### config.mk
export PLATFORM = sky130hd
export DESIGN_NAME = rr_grant_arbiter_flat
export DESIGN_NICKNAME = d
export VERILOG_FILES = /design/src/rtl/rr_grant_arbiter_pkg.sv /design/src/rtl/rr_grant_arbiter_if.sv /design/src/rtl/rr_grant_arbiter_pick.sv /design/src/rtl/rr_grant_arbiter.sv /design/src/flat_wrapper.sv
export SDC_FILE = /design/constraint.sdc
export NUM_CORES = 1
export LEC_CHECK = 0
export CAP_MARGIN = 30
export CORE_MARGIN = 5
export CORE_UTILIZATION = 50
export CTS_BUF_LIST = sky130_fd_sc_hd__clkbuf_4 sky130_fd_sc_hd__clkbuf_8
export CTS_CLUSTER_DIAMETER = 60
export DETAILED_ROUTE_END_ITERATION = 6
export PLACE_DENSITY = 0.72
export SYNTH_ARGS = -nofsm -noshare
export SYNTH_HDL_FRONTEND = slang
export SYNTH_SLANG_ARGS = --single-unit
### constraint.sdc
create_clock -name clk -period 5.24 [get_ports clk]
set_input_delay 0.786 -clock clk [delete_from_list [all_inputs] [get_ports clk]]
set_output_delay 0.786 -clock clk [all_outputs]
set_load 0.01 [all_outputs]
### src/rtl/rr_grant_arbiter_pkg.sv
// Shared constants and state type for the round-robin grant arbiter.
// Purely declarative; no latency and no backpressure.
package arb_pkg;
    localparam int ARB_N   = 8;
    localparam int ARB_IDW = 3;

    typedef enum logic {
        IDLE = 1'b0,
        OWN  = 1'b1
    } arb_state_t;
endpackage

### src/rtl/rr_grant_arbiter_if.sv
// Request/grant bundle between requesters and the arbiter.
// Wires only; no latency; the grant itself is the backpressure toward requesters.
interface rr_grant_arbiter_if;
    import arb_pkg::*;

    logic [ARB_N-1:0]   req;
    logic               done;
    logic [ARB_N-1:0]   gnt;
    logic [ARB_IDW-1:0] gnt_id;
    logic               gnt_valid;
    logic               timeout;

    modport master (output req, done, input gnt, gnt_id, gnt_valid, timeout);
    modport slave  (input req, done, output gnt, gnt_id, gnt_valid, timeout);
endinterface

### src/rtl/rr_grant_arbiter_pick.sv
// Combinational round-robin pick: first set req bit at or after ptr, wrapping 7 to 0.
// Zero latency; no backpressure.
module rr_pick
    import arb_pkg::*;
(
    input  logic [ARB_N-1:0]   req,
    input  logic [ARB_IDW-1:0] ptr,
    output logic [ARB_N-1:0]   win,
    output logic [ARB_IDW-1:0] win_id,
    output logic               found
);
    logic [ARB_N-1:0]   rot;
    logic [ARB_IDW-1:0] rot_id;

    // rot[0] is the requester sitting at ptr, so the lowest set bit wins.
    always_comb begin
        rot = '0;
        for (int i = 0; i < ARB_N; i++) begin
            rot[i] = req[ptr + ARB_IDW'(i)];
        end
    end

    always_comb begin
        rot_id = '0;
        for (int i = ARB_N - 1; i >= 0; i--) begin
            if (rot[i]) rot_id = ARB_IDW'(i);
        end
    end

    assign found  = |req;
    assign win_id = rot_id + ptr;
    assign win    = found ? (ARB_N'(1) << win_id) : '0;
endmodule

### src/rtl/rr_grant_arbiter.sv
// Round-robin arbiter, 8 requesters, grant held until done / req drop / hold limit.
// Grant 1 cycle after req in IDLE, handover 1 cycle after release with no bubble; no backpressure.
module rr_grant_arbiter
    import arb_pkg::*;
#(
    parameter int MAX_HOLD = 16
) (
    input  logic              clk,
    input  logic              rst_n,
    rr_grant_arbiter_if.slave bus
);
    localparam int CW = (MAX_HOLD < 1) ? 1 : $clog2(MAX_HOLD + 1);
    localparam logic [CW-1:0] CNT_MAX = CW'(MAX_HOLD);
    localparam logic [CW-1:0] CNT_HIT = CW'(MAX_HOLD - 1);

    arb_state_t         state, state_nxt;
    logic [ARB_IDW-1:0] ptr, ptr_nxt;
    logic [CW-1:0]      cnt, cnt_nxt;
    logic [ARB_N-1:0]   gnt_q, gnt_nxt;
    logic [ARB_IDW-1:0] id_q, id_nxt;
    logic               vld_q, vld_nxt;
    logic               to_q, to_nxt;

    logic               own, hold_hit, rel_done, rel_drop, rel_to, rel;
    logic [ARB_IDW-1:0] pick_ptr, pick_id;
    logic [ARB_N-1:0]   pick_req, pick_gnt;
    logic               pick_found;

    assign own      = (state == OWN);
    assign hold_hit = (MAX_HOLD != 0) && (cnt == CNT_HIT);
    assign rel_done = own & bus.done;
    assign rel_drop = own & ~bus.req[id_q];
    assign rel_to   = own & hold_hit & ~bus.done;
    assign rel      = rel_done | rel_drop | rel_to;

    // On release the owner ranks last; a done-release drops it from this pick entirely.
    assign pick_ptr = rel ? (id_q + ARB_IDW'(1)) : ptr;
    assign pick_req = rel_done ? (bus.req & ~gnt_q) : bus.req;

    rr_pick u_pick (
        .req    (pick_req),
        .ptr    (pick_ptr),
        .win    (pick_gnt),
        .win_id (pick_id),
        .found  (pick_found)
    );

    always_comb begin
        state_nxt = state;
        ptr_nxt   = ptr;
        cnt_nxt   = cnt;
        gnt_nxt   = gnt_q;
        id_nxt    = id_q;
        vld_nxt   = vld_q;
        to_nxt    = 1'b0;
        case (state)
            IDLE: begin
                if (pick_found) begin
                    state_nxt = OWN;
                    gnt_nxt   = pick_gnt;
                    id_nxt    = pick_id;
                    vld_nxt   = 1'b1;
                    cnt_nxt   = '0;
                end
            end
            OWN: begin
                if (rel) begin
                    ptr_nxt = pick_ptr;
                    to_nxt  = rel_to;
                    cnt_nxt = '0;
                    if (pick_found) begin
                        gnt_nxt = pick_gnt;
                        id_nxt  = pick_id;
                        vld_nxt = 1'b1;
                    end else begin
                        state_nxt = IDLE;
                        gnt_nxt   = '0;
                        id_nxt    = '0;
                        vld_nxt   = 1'b0;
                    end
                end else if (cnt != CNT_MAX) begin
                    cnt_nxt = cnt + CW'(1);
                end
            end
            default: state_nxt = IDLE;
        endcase
    end

    always_ff @(posedge clk or negedge rst_n) begin
        if (!rst_n) begin
            state <= IDLE;
            ptr   <= '0;
            cnt   <= '0;
            gnt_q <= '0;
            id_q  <= '0;
            vld_q <= 1'b0;
            to_q  <= 1'b0;
        end else begin
            state <= state_nxt;
            ptr   <= ptr_nxt;
            cnt   <= cnt_nxt;
            gnt_q <= gnt_nxt;
            id_q  <= id_nxt;
            vld_q <= vld_nxt;
            to_q  <= to_nxt;
        end
    end

    assign bus.gnt       = gnt_q;
    assign bus.gnt_id    = id_q;
    assign bus.gnt_valid = vld_q;
    assign bus.timeout   = to_q;
endmodule

### src/flat_wrapper.sv
// flat-port wrapper written by rule: the top's interface ports become plain ports
module rr_grant_arbiter_flat import arb_pkg::*;
#(
    parameter int MAX_HOLD = 16
)
  (clk, rst_n, bus_req, bus_done, bus_gnt, bus_gnt_id, bus_gnt_valid, bus_timeout);
  rr_grant_arbiter_if bus_i ();
  input  logic clk;
  input  logic rst_n;
  input wire logic [$bits(bus_i.req)-1:0] bus_req;
  input wire logic [$bits(bus_i.done)-1:0] bus_done;
  output wire logic [$bits(bus_i.gnt)-1:0] bus_gnt;
  output wire logic [$bits(bus_i.gnt_id)-1:0] bus_gnt_id;
  output wire logic [$bits(bus_i.gnt_valid)-1:0] bus_gnt_valid;
  output wire logic [$bits(bus_i.timeout)-1:0] bus_timeout;
  assign bus_i.req = bus_req;
  assign bus_i.done = bus_done;
  assign bus_gnt = bus_i.gnt;
  assign bus_gnt_id = bus_i.gnt_id;
  assign bus_gnt_valid = bus_i.gnt_valid;
  assign bus_timeout = bus_i.timeout;
  rr_grant_arbiter #(.MAX_HOLD(MAX_HOLD)) u_core (.clk(clk), .rst_n(rst_n), .bus(bus_i));
endmodule
**Word-level counts from Yosys, hierarchy flattened**

Index checks and enable logic that the tools add are counted.

- Add/sub/neg operators: 10
- Magnitude comparators: 9
- Equal/unequal tests: 5
- Shift operators: 1
- Muxes and demuxes: 48
- Bitwise gates (word level): 11
- Reduce and logical (&&, ||, !) cells: 4

Operators with widths:

| cell | count |
|---|---|
| < comparator 3 x 4 -> 1 bit, second input constant | 9 |
| two-way mux 3 bit | 12 |
| two-way mux 8 bit | 4 |
| binary-select mux 1 bit (select 3 bit) | 9 |
| one-hot mux 8 bit (2 select lines) | 1 |
| two-way mux 1 bit | 15 |
| two-way mux 5 bit | 3 |
| adder 3 bit, second input constant | 4 |
| one-hot mux 5 bit (2 select lines) | 1 |
| bitwise AND 8 bit | 1 |
| inverter 8 bit | 1 |
| OR reduction 8 bit | 1 |
| << shifter 1 x 3 -> 8 bit, first input constant | 1 |
| adder 3 x 1 -> 3 bit, second input constant | 2 |
| adder 3 x 2 -> 3 bit, second input constant | 2 |
| one-hot mux 3 bit (2 select lines) | 1 |
| AND reduction 2 bit | 3 |
| adder 5 x 1 -> 5 bit, second input constant | 1 |
| equality test 5 x 4 -> 1 bit, second input constant | 1 |
| != test 5 bit, second input constant | 1 |
| bitwise AND 1 bit | 4 |
| one-hot mux 1 bit (2 select lines) | 2 |
| adder 3 bit | 1 |
| != test 3 bit, second input constant | 1 |
| other kinds (4) | 7 |

- Bits in registers: 22
- Bits of input ports: 11
- Output and inout bits: 13
- Word-level logic and storage cells: 95

**Depth between registers and ports, before layout**

- Depth after elaboration: 23
- Mapped depth: 21
- Gate-level depth less buffers: 21

**By module**

A second synthesis with hierarchy kept.

- Cell total of the unflattened synthesis: 203
- Area total of the unflattened synthesis: 2,025.7 sq um

Modules (own cells, without submodules):

| module | times used | cells an instance | area an instance (sq um) | seq. area each (sq um) |
|---|---|---|---|---|
| rr_grant_arbiter | 1 | 106 | 1,158.6 | 550.5 |
| rr_pick | 1 | 97 | 867.1 | 0.0 |

**Worst setup path before layout**

Ideal clock, no wire load.

- Kind: input to register
- From: in bus_req[1]
- To: reg u_core.gnt_q[4], in the netlist u_core.bus.gnt[4]
- Setup time: 0.087 ns
- Arrival time: 4.618 ns
- Data required time: 5.153 ns
- Slack: 0.535 ns
- Stages on the path: 16
- Path buffers: 0
- Cell sequence: mux2_4 o31a_4 a31o_4 mux2_4 ha_1 xnor2_1 mux2i_1 a211oi_1 nor3_1 ha_1 inv_1 fa_1 nor3b_1 nand2_1 a2111o_1 o211ai_1

- Cells in the longest elaborated chain, start to end: 23
- Elaborated cells on any way between the ends: 50
- Classes of those cells: add/sub (8); eq/ne (2); shift (1); mux (32); bitwise (5); reduce/logical (2)

Ends and longest elaborated chain:

| element | line | RTL |
|---|---|---|
| start, declared | flat_wrapper.sv:10 | `input wire logic [$bits(bus_i.req)-1:0] bus_req;` |
| binary-select mux 1 bit (select 3 bit) | rr_grant_arbiter.sv:32 | `assign rel_drop = own & ~bus.req[id_q];` |
| two-way mux 1 bit (not written as such) | rr_grant_arbiter.sv:32 |  |
| inverter 1 bit | rr_grant_arbiter.sv:32 |  |
| bitwise AND 1 bit | rr_grant_arbiter.sv:32 |  |
| OR 1 bit (2 in a row) | rr_grant_arbiter.sv:34 | `assign rel = rel_done \| rel_drop \| rel_to;` |
| two-way mux 3 bit | rr_grant_arbiter.sv:37 | `assign pick_ptr = rel ? (id_q + ARB_IDW'(1)) : ptr;` |
| adder 3 bit | rr_grant_arbiter_pick.sv:19 | `rot[i] = req[ptr + ARB_IDW'(i)];` |
| binary-select mux 1 bit (select 3 bit) | rr_grant_arbiter_pick.sv:19 |  |
| two-way mux 1 bit (not written as such) | rr_grant_arbiter_pick.sv:19 |  |
| two-way mux 3 bit (8 in a row) | rr_grant_arbiter_pick.sv:26 | `if (rot[i]) rot_id = ARB_IDW'(i);` |
| adder 3 bit | rr_grant_arbiter_pick.sv:31 | `assign win_id = rot_id + ptr;` |
| << shifter 1 x 3 -> 8 bit | rr_grant_arbiter_pick.sv:32 | `assign win = found ? (ARB_N'(1) << win_id) : '0;` |
| two-way mux 8 bit | rr_grant_arbiter.sv:71 | `if (pick_found) begin` |
| two-way mux 8 bit | rr_grant_arbiter.sv:67 | `if (rel) begin` |
| one-hot mux 8 bit (2 select lines) | rr_grant_arbiter.sv:56 | `case (state)` |
| end signal, assigned | rr_grant_arbiter.sv:102 | `gnt_q <= gnt_nxt;` |
| end, declared | rr_grant_arbiter.sv:19 | `logic [ARB_N-1:0] gnt_q, gnt_nxt;` |

Several ways; a longest one is shown, not always the timed one. The select of a mux whose other input is x is not followed.
A chain may end at the register's enable or synchronous reset.

**Worst setup path in the final report**

Same ends and word-level chain as after synthesis.

==> run metrics <==
Reg clk slew, reported paths=0.09 ns; Post-Syn Nets=287; die height=78.5 microns; die area=6170 sq um; post-synth top area share=23.4%; Starting Density=50.7%; RSZ-0062 raised after global routing=no; count leader, synth=nand2_1; Post-Place Setup Slack=-0.122 ns; GPL Wtd Cong=1.00; DRT iter0 DRCs=279; Worst Tran Pin Value=0.973 ns; CTS Buf Count=3; Min-Delay Path Class=flop to flop; clk sinks=22; # DRC=0; CP max stage delay=0.66 ns; max-slew violation count=0; Die Wd=78.5 microns; most used cell, CP=mux2_4; Post-synth EDFFs=0; Tcrit/Tclk final=97.5%; layout cells sized above 1=28.4%; CP Data Required Time=5.43 ns; Slowest-stage cell, CP=fa_2; Worst Setup End Kind=flop; Cell Rows=25; PortBufs=23; Synth async-reset ratio=100%; placed insts=381; post-layout util=66.3%; Max FO, Critical Path=6; worst slew margin relative to its limit=34.3%; Tot GR Track Use=23.4%; setup slack, reg-to-reg=0.29 ns; CP Cell Sequence=clkdlybuf4s50_1, mux2_4, o31a_4, a31o_4, mux2_4, or3_1, o211a_1, o31ai_2, a211oi_1, nor3_1, ha_2, inv_1, fa_2, nor3b_4, nand2_1, a2111o_1, o211ai_1; clock network latency to the later pin of the worst-skew pair=0.27 ns; CTS Buffer Depth=2; Final WS setup=0.131 ns; outcome=complete, no violations; top_reg_cell synth=dfrtp_1; Root Buffer=clkbuf_8; final setup vio count=0; Routed Antenna Nets=0; synthesized area per cell=8.73 sq um; min cycle time layout=5.11 ns; synth cell count leaders=nand2_1, dfrtp_1, mux2_2, nand3_1, nor2_1; Synth Warn #=0; FMAX=196 MHz; initial antenna violation count=0; dpl hpwl=5.45 mm; I/O Pins=24; Syn Std Cell Area=2350 sq um; Synth area leaders=dfrtp_1, mux2_2, nand2_1; synth unique cells=67; Hold Vio Cnt, Final=0; CP Buf/Inv Count=2; DRT Wirelength=7.06 mm; vias in the first global route=2,423; first-pass GRT wire length=11.7 mm; CP arrival=5.30 ns; critical path class=input pin to flop; drt first pass iters=5; largest net degree at the start of global routing=22; Final Skew=0.00346 ns; cell class contributing the biggest share of worst-path delay=compound AO/OA/AOI/OAI gates; H-tree depth=1; post-CTS setup buffers=0; WL per Instance=18.3 microns; register area share after synthesis=23.4%; Syn Inst Count=269; Core ar.=4630 sq um; max-cap viol count=0; CTS tree=built; final net count=350; synthesis-to-finish area growth=30.7%; crit start category=input pin; mean number of vias per cell=6.36; Via Count=2,449; grt total ovfl=0; fillers=383; fin cells=385; area leader, netlist=dfrtp_1; number of synthesized register bits=22; antenna cells=0
-- timing repair --
item | CTS | global route
gates resized for setup | 0 | 13
endpoints found under the setup margin | 0 | 7
hold buffers | 0 | 0
-- metrics by stage --
| step | cell area, sq um | hold slack [ns] | setup TNS [ns] |
|---|---|---|---|
| global route | 3070 | 0.564 | 0 |
| global placement | 2930 | 0.489 | -0.120 |
| detailed placement | 2940 | 0.505 | -0.561 |
| CTS | 3010 | 0.524 | 0 |
| finish | 3070 | 0.532 | 0 |
| floorplan | 2350 | 0.461 | 0 |
-- path summary, 6_finish.rpt --
path	start	to	cells after the start
worst max-delay path	bus_req[1]	u_core.bus.gnt[4]	17
worst min-delay path	u_core.cnt[3]	u_core.cnt[3]	1
worst max register to register	u_core.cnt[0]	u_core.bus.gnt[4]	19
worst min register to register	u_core.cnt[3]	u_core.cnt[3]	1
max in group asynchronous	rst_n	u_core.bus.gnt[6]	2
min in group asynchronous	rst_n	u_core.bus.timeout	1
-- cell usage in the layout, fill, tap and decap left out, types with 5 or more instances in the layout --
master	netlist	final
buf_4	0	43
nand2_1	37	37
clkdlybuf4s50_1	0	22
dfrtp_1	22	22
mux2_2	14	13
nand3_1	13	13
nor2_1	13	12
nor3_1	12	12
o211ai_1	12	12
nor2b_1	8	8
o21ai_0	8	8
inv_1	7	7
a21oi_1	7	7
mux2i_1	8	7
nand4_1	5	5
or3_1	5	5
o211a_1	5	5
a311oi_1	5	5
a2111o_1	5	5
ha_1	6	5
-- state kept, by name, indices dropped and copies added (netlist names) --
| signal | flops |
|---|---|
| u_core.bus.gnt | 8 |
| u_core.cnt | 5 |
| u_core.bus.gnt_id | 3 |
| u_core.ptr | 3 |
| u_core.bus.gnt_valid | 1 |
| u_core.bus.timeout | 1 |
| u_core.own | 1 |
-- cell families (layout without fill, tap and decap cells) --
logic type | after synthesis | count (layout) | synth area share (%)
AND/OR/NAND/NOR | 115 | 115 | 26.8
XOR/XNOR | 7 | 7 | 2.61
multiplexers | 26 | 26 | 12.8
AO/OA/AOI/OAI | 75 | 75 | 27.0
buffers and inverters | 17 | 79 | 3.25
flip-flops | 22 | 22 | 23.4
adder cells (fa/ha/maj) | 7 | 7 | 4.05
-- cell type report --
cell class,count,area (sq um),area share [%]
sequential,22,551,17.9
tap,54,67.6,2.20
timing repair buffer,67,571,18.6
clock buffer,3,41.3,1.34
inverter,8,32.5,1.06
multi-input combinational,230,1780,57.9
clock inverter,1,30.0,0.978
-- layer usage --
| metal | track usage (%) | vias up | wire (microns) |
|---|---|---|---|
| met1 | 31.1 | 1148 | 3200 |
| met4 | 7.52 | 0 | 112 |
| met5 | 0 | - | 0 |
| met3 | 4.24 | 11 | 460 |
| li1 | - | 1170 | - |
| met2 | 38.4 | 120 | 3290 |
Power is left out: the tool's default activity adds up to more than one toggle a clock period on the data nets, which glitch-free logic cannot reach.
